**src/rtl/time_set_ctrl.sv**
```systemverilog
// time_set_ctrl: debounced two-button run/set sequencer for the time-of-day counter.
// Emits a one-cycle load strobe with the edited hh:mm, the counter enable and a blink mask.
module time_set_ctrl #(
  parameter int unsigned DEBOUNCE_CYCLES = 500000,
  parameter int unsigned HOLD_CYCLES     = 50000000,
  parameter int unsigned REPEAT_CYCLES   = 10000000,
  parameter int unsigned BLINK_CYCLES    = 12500000
) (
  input  logic       clk,
  input  logic       rst,
  input  logic       btn_mode_n_i,
  input  logic       btn_inc_n_i,
  input  logic [5:0] cur_hours_i,
  input  logic [5:0] cur_minutes_i,
  output logic [5:0] set_hours_o,
  output logic [5:0] set_minutes_o,
  output logic       load_o,
  output logic       run_en_o,
  output logic [5:0] blank_mask_o,
  output logic [1:0] mode_o
);

  localparam int unsigned DbW   = (DEBOUNCE_CYCLES > 1) ? $clog2(DEBOUNCE_CYCLES) : 1;
  localparam int unsigned HoldW = $clog2(HOLD_CYCLES + 1);
  localparam int unsigned RepW  = (REPEAT_CYCLES > 1) ? $clog2(REPEAT_CYCLES) : 1;
  localparam int unsigned BlkW  = (BLINK_CYCLES > 1) ? $clog2(BLINK_CYCLES) : 1;

  localparam logic [DbW-1:0]   DbLast  = DbW'(DEBOUNCE_CYCLES - 1);
  localparam logic [HoldW-1:0] HoldMax = HoldW'(HOLD_CYCLES);
  localparam logic [RepW-1:0]  RepLast = RepW'(REPEAT_CYCLES - 1);
  localparam logic [BlkW-1:0]  BlkLast = BlkW'(BLINK_CYCLES - 1);

  typedef enum logic [1:0] {
    StRun  = 2'd0,
    StSetH = 2'd1,
    StSetM = 2'd2,
    StLoad = 2'd3
  } state_e;

  // Index 0 is the mode button, index 1 the increment button.
  logic [1:0]     sync1_q, sync2_q;
  logic [1:0]     deb_q, deb_d;
  logic [1:0]     press_q, press_d;
  logic [DbW-1:0] db_cnt_q [2];
  logic [DbW-1:0] db_cnt_d [2];

  logic [HoldW-1:0] hold_q, hold_d;
  logic [RepW-1:0]  rep_q, rep_d;
  logic             rpt_q, rpt_d;

  state_e          state_q, state_d;
  logic [5:0]      set_h_q, set_h_d;
  logic [5:0]      set_m_q, set_m_d;
  logic [BlkW-1:0] blink_q, blink_d;
  logic            phase_q, phase_d;
  logic            blink_clr;
  logic [5:0]      mask_q, mask_d;
  logic            load_q, load_d;
  logic            run_en_q, run_en_d;

  logic mode_evt, inc_evt;

  always_comb begin
    for (int i = 0; i < 2; i++) begin
      deb_d[i]    = deb_q[i];
      db_cnt_d[i] = '0;
      if (sync2_q[i] != deb_q[i]) begin
        if (db_cnt_q[i] == DbLast) begin
          deb_d[i] = sync2_q[i];
        end else begin
          db_cnt_d[i] = db_cnt_q[i] + DbW'(1);
        end
      end
      press_d[i] = deb_q[i] & ~deb_d[i];
    end
  end

  // Hold counter saturates at HOLD_CYCLES, then the repeat counter paces further events.
  always_comb begin
    hold_d = hold_q;
    rep_d  = rep_q;
    rpt_d  = 1'b0;
    if (deb_q[1]) begin
      hold_d = '0;
      rep_d  = '0;
    end else if (hold_q != HoldMax) begin
      hold_d = hold_q + HoldW'(1);
      rpt_d  = (hold_d == HoldMax);
    end else if (rep_q == RepLast) begin
      rep_d = '0;
      rpt_d = 1'b1;
    end else begin
      rep_d = rep_q + RepW'(1);
    end
  end

  assign mode_evt = press_q[0];
  assign inc_evt  = press_q[1] | rpt_q;

  always_comb begin
    state_d   = state_q;
    set_h_d   = set_h_q;
    set_m_d   = set_m_q;
    blink_clr = 1'b0;
    case (state_q)
      StRun: begin
        if (mode_evt) begin
          state_d = StSetH;
          set_h_d = (cur_hours_i > 6'd23) ? 6'd0 : cur_hours_i;
          set_m_d = (cur_minutes_i > 6'd59) ? 6'd0 : cur_minutes_i;
        end
      end
      StSetH: begin
        if (mode_evt) begin
          state_d = StSetM;
        end else if (inc_evt) begin
          set_h_d   = (set_h_q >= 6'd23) ? 6'd0 : set_h_q + 6'd1;
          blink_clr = 1'b1;
        end
      end
      StSetM: begin
        if (mode_evt) begin
          state_d = StLoad;
        end else if (inc_evt) begin
          set_m_d   = (set_m_q >= 6'd59) ? 6'd0 : set_m_q + 6'd1;
          blink_clr = 1'b1;
        end
      end
      StLoad:  state_d = StRun;
      default: state_d = StRun;
    endcase
    if (state_d != state_q) begin
      blink_clr = 1'b1;
    end
  end

  always_comb begin
    blink_d = blink_q;
    phase_d = phase_q;
    if (blink_clr) begin
      blink_d = '0;
      phase_d = 1'b0;
    end else if (blink_q == BlkLast) begin
      blink_d = '0;
      phase_d = ~phase_q;
    end else begin
      blink_d = blink_q + BlkW'(1);
    end
  end

  // Outputs are derived from next-state values so they register alongside the state.
  always_comb begin
    mask_d   = '0;
    load_d   = (state_d == StLoad);
    run_en_d = (state_d == StRun);
    if (state_d == StSetH) begin
      mask_d[5:4] = {2{phase_d}};
    end else if (state_d == StSetM) begin
      mask_d[3:2] = {2{phase_d}};
    end
  end

  always_ff @(posedge clk or negedge rst) begin
    if (!rst) begin
      sync1_q  <= 2'b11;
      sync2_q  <= 2'b11;
      deb_q    <= 2'b11;
      press_q  <= 2'b00;
      for (int i = 0; i < 2; i++) begin
        db_cnt_q[i] <= '0;
      end
      hold_q   <= '0;
      rep_q    <= '0;
      rpt_q    <= 1'b0;
      state_q  <= StRun;
      set_h_q  <= '0;
      set_m_q  <= '0;
      blink_q  <= '0;
      phase_q  <= 1'b0;
      mask_q   <= '0;
      load_q   <= 1'b0;
      run_en_q <= 1'b1;
    end else begin
      sync1_q  <= {btn_inc_n_i, btn_mode_n_i};
      sync2_q  <= sync1_q;
      deb_q    <= deb_d;
      press_q  <= press_d;
      for (int i = 0; i < 2; i++) begin
        db_cnt_q[i] <= db_cnt_d[i];
      end
      hold_q   <= hold_d;
      rep_q    <= rep_d;
      rpt_q    <= rpt_d;
      state_q  <= state_d;
      set_h_q  <= set_h_d;
      set_m_q  <= set_m_d;
      blink_q  <= blink_d;
      phase_q  <= phase_d;
      mask_q   <= mask_d;
      load_q   <= load_d;
      run_en_q <= run_en_d;
    end
  end

  assign set_hours_o   = set_h_q;
  assign set_minutes_o = set_m_q;
  assign load_o        = load_q;
  assign run_en_o      = run_en_q;
  assign blank_mask_o  = mask_q;
  assign mode_o        = state_q;

endmodule

```
**config.mk**
```make
export PLATFORM = sky130hd
export DESIGN_NAME = time_set_ctrl
export DESIGN_NICKNAME = d
export VERILOG_FILES = /design/src/rtl/time_set_ctrl.sv
export SDC_FILE = /design/constraint.sdc
export NUM_CORES = 1
export LEC_CHECK = 0
export BUFFER_PORTS_ARGS = -buffer_cell sky130_fd_sc_hd__buf_4
export CELL_PAD_IN_SITES_DETAIL_PLACEMENT = 0
export CELL_PAD_IN_SITES_GLOBAL_PLACEMENT = 1
export CORE_ASPECT_RATIO = 1.2
export CORE_MARGIN = 2
export CORE_UTILIZATION = 40
export DETAILED_ROUTE_END_ITERATION = 10
export HOLD_SLACK_MARGIN = 0.12
export PLACE_DENSITY_LB_ADDON = 0.1
export SLEW_MARGIN = 20
export SYNTH_ARGS = -nofsm -noshare
export SYNTH_HDL_FRONTEND = slang
export SYNTH_SLANG_ARGS = --single-unit
```
**constraint.sdc**
```tcl
create_clock -name clk -period 4.3 [get_ports clk]
set_input_delay 0 -clock clk [delete_from_list [all_inputs] [get_ports clk]]
set_output_delay 0 -clock clk [all_outputs]
set_load 0.03 [all_outputs]
```
==> flow_metrics.py <==
metrics = {
    "die": {
        "std_cell_rows": 54,
        "core_area_um2": 18200,
        "ios": 38,
        "dieHeight_um": 153,
        "dieArea_um2": 19700,
        "start_util_pct": 40.8,
        "die_width_um": 129,
    },
    "worst_setup_path": {
        "worstSetupEndpointType": "flop",
        "path_cells": "inv_1 -> ha_1 -> nand4bb_1 -> nor3_1 -> o2111ai_2 -> a41oi_1 -> o21ai_0 -> o41ai_1",
        "startpoint_type": "flop",
        "worst-path-buf-inv": 1,
        "critPathKind": "flop to flop",
        "path_delay_family": "compound AO/OA/AOI/OAI gates",
        "critPathMaxStageDelay_ps": 620,
        "critPathMaxFanout": 20,
        "crit_slowest_cell": "o2111ai_2",
        "required_ps": 4600,
        "critPathArrivalTime_ps": 2900,
    },
    "outcome": {
        "status": "complete, no violations",
    },
    "sta": {
        "hold_viol_final": 0,
        "rsz0062_at_grt": "false",
        "post-route-period-util_pct": 60.4,
        "fin_worst_skew_ps": 8.23,
        "worst_hold_slack_ps": 198,
        "relSlewSlack_pct": 35.7,
        "tightestPinTransition_ps": 956,
        "finalMaxSlewViolations": 0,
        "tns_ps": 0,
        "fin_crit_ps": 2600,
        "timing.fmax_mhz": 385,
        "setup_violations": 0,
    },
    "logic_synthesis": {
        "yosys_warnings": 0,
        "synth_area_leaders": "dfrtp_1, nor2_1, xnor2_1, xor2_1, nand3_1",
        "synth_edf_count": 0,
        "synth_area_per_cell_um2": 9.24,
        "synthArstFlopShare_pct": 100,
        "synth.largest_area_cell": "dfrtp_1",
        "syn_inst": 805,
        "synth_area_um2": 7440,
        "ys_ff_latch": 140,
        "ys.flop_type": "dfrtp_1",
        "synthDistinctLibCells": 65,
        "yosysTopAreaCellShare_pct": 44.7,
        "yosysSeqAreaShare_pct": 47.2,
    },
    "grt": {
        "grt-ovfl-total": 0,
        "grt_max_degree": 97,
        "grt_usage_pct": 17.2,
        "grt_pass1_wl_mm": 27.7,
        "antenna_found_initial": 0,
        "first_global_vias": 5763,
    },
    "finish": {
        "fin_util_pct": 47.5,
        "multiInputGateArea_um2": 3690,
        "fin_nets": 876,
        "layout_common_cells": "nor2_1, dfrtp_1, nand2_1",
        "nFillCells": 1730,
        "fin_area_um2": 8660,
        "area_growth_pct": 16.4,
        "layout-drive-gt1-share_pct": 10.7,
        "seqCellArea_um2": 3510,
        "diodes": 0,
        "final_common_cell": "nor2_1",
    },
    "power_and_ir_drop": {
        "power_switching_share_pct": 21.8,
        "p_clk_share_pct": 52.5,
        "max-vdd-ir-drop_v": 0.000254,
        "p_seq_share_pct": 44.6,
        "internal-power_mw": 2.34,
        "p_leak_nw": 3.68,
        "power_frac_comb_pct": 2.8,
        "power_density_nw_per_um2": 345,
        "switchingPower_uw": 651,
    },
    "routing": {
        "drt-wirelength-per-cell_um": 14.8,
        "first_pass_iters": 4,
        "drc": 0,
        "drtIter0Drc": 252,
        "viasPerCell": 5.46,
        "vias": 5915,
        "postRouteAntennaNets": 0,
        "drt_wl_total_mm": 16.1,
    },
    "cts": {
        "clock_path_buffers": 2,
        "cts_root_buf": "clkbuf_16",
        "postCtsResizedCells": 0,
        "tritoncts": "done",
        "h-tree-depth": 4,
        "clkLatencyLatePin_ps": 420,
        "cts.sinks": 140,
        "numCtsBuffers": 17,
        "clk_pin_slew_ps": 60,
    },
    "place": {
        "hpwlAfterDp_mm": 10.6,
        "port_buffers": 35,
        "gp_congestion": 0.815,
        "placedInstanceArea_um2": 7850,
    },
    "hold_path": {
        "hold_path.class": "primary input to flop",
    },
    "run": {
        "cap_viol_max_count": 0,
    },
}
-- worst reg2reg max path, delay by kind of cell (launching register included) --
kind                       cells  cell delay (ps)
DFF                            1              480
and+or+nand+nor                2              580
adders and majority gates      1              150
buffers and inverters          1              100
AOI/OAI and AO/OA              4             1160
-- final cells by class --
type / instances / share of cell area (%)
Multi-Input combinational cell: 610 / 42.5
Clock buffer: 17 / 4.91
Inverter: 22 / 0.953
Tap cell: 224 / 3.23
Timing Repair Buffer: 56 / 5.42
Clock inverter: 15 / 2.41
Sequential cell: 140 / 40.5
-- layer usage --
metal / vias to the layer above / track usage, % / wire [um]
met4: 0 / 6.57 / 289
met1: 2881 / 21.7 / 7580
met5: - / 0 / 0
met3: 22 / 3.54 / 401
li1: 2913 / - / -
met2: 99 / 29.0 / 7790
-- timing repair --
action | 4_1_cts | 5_1_grt
endpoints found under the hold margin | 105 | 0
setup buffers | 0 | 0
hold buffers | 18 | 0
-- stage by stage --
stage          std cells  setup slack, ps  total power [mW]
3_3_place_gp        1034             1730              1.43
2_1_floorplan        806             2010              1.39
5_1_grt             1084             1370              3.11
6_report            1084             1700              2.99
3_5_place_dp        1034             1720              1.43
4_1_cts             1084             1670              3.04
-- registers in the layout, indices dropped and copies added, names as in the netlist, 2 cells and up --
signal and flops:
blank_mask_o 2, blink_q 24, db_cnt_q 38, deb_q 2, hold_q 26, mode_o 2, press_q 2, rep_q 24
set_hours_o 6, set_minutes_o 6, sync1_q 2, sync2_q 2
-- cell usage after synthesis (all sizes together), types with 3 or more instances --
cell / number
nand3: 49
a31oi: 8
ha: 13
nor3b: 8
and3: 22
nand4: 27
o21ai: 47
dfstp: 7
nand2: 55
buf: 12
and4: 10
nor4: 17
a211oi: 3
o31ai: 13
inv: 22
dfrtp: 133
a21oi: 20
a41oi: 4
xnor2: 43
nor3: 18
and2: 10
or2: 6
xor2: 42
nor4b: 5
nor2: 136
clkbuf: 22
nand2b: 3
o211ai: 3
nor2b: 8
-- final timing paths --
path,from,to,slack [ps],cells past startpoint
hold / removal,cur_hours_i[5],set_hours_o[0]$_DFFE_PN0P_,200,5
setup reg to reg,hold_q[0]$_DFFE_PN0P_,rep_q[21]$_DFFE_PN0P_,1700,8
min in group asynchronous,rst,set_hours_o[3]$_DFFE_PN0P_,240,2
setup / recovery,hold_q[0]$_DFFE_PN0P_,rep_q[21]$_DFFE_PN0P_,1700,8
max in group asynchronous,rst,set_minutes_o[0]$_DFFE_PN0P_,2960,3
hold reg to reg,sync1_q[0]$_DFF_PN1_,sync2_q[0]$_DFF_PN1_,360,0
-- cell families (layout without fill, tap and decap cells) --
group | count (synthesis) | count (layout) | share of synthesized area (%)
mux | 4 | 4 | 0.572
flops | 140 | 140 | 47.2
other cells | 1 | 2 | 0.0504
compound gates | 120 | 120 | 10.1
fa+ha+maj | 13 | 13 | 2.19
xor+xnor | 85 | 85 | 10.0
simple gates | 386 | 386 | 26.5
buf+inv | 56 | 110 | 3.40
-- power by group through the flow --
stage / clock network [mW] / registers (mW) / logic (mW)
2_1_floorplan: 0 / 1.36 / 0.0251
3_3_place_gp: 0 / 1.36 / 0.0729
3_5_place_dp: 0 / 1.36 / 0.0743
4_1_cts: 1.62 / 1.34 / 0.0873
5_1_grt: 1.68 / 1.34 / 0.0975
6_report: 1.57 / 1.34 / 0.0847
Note: power is estimated with default switching activity, not from simulation.
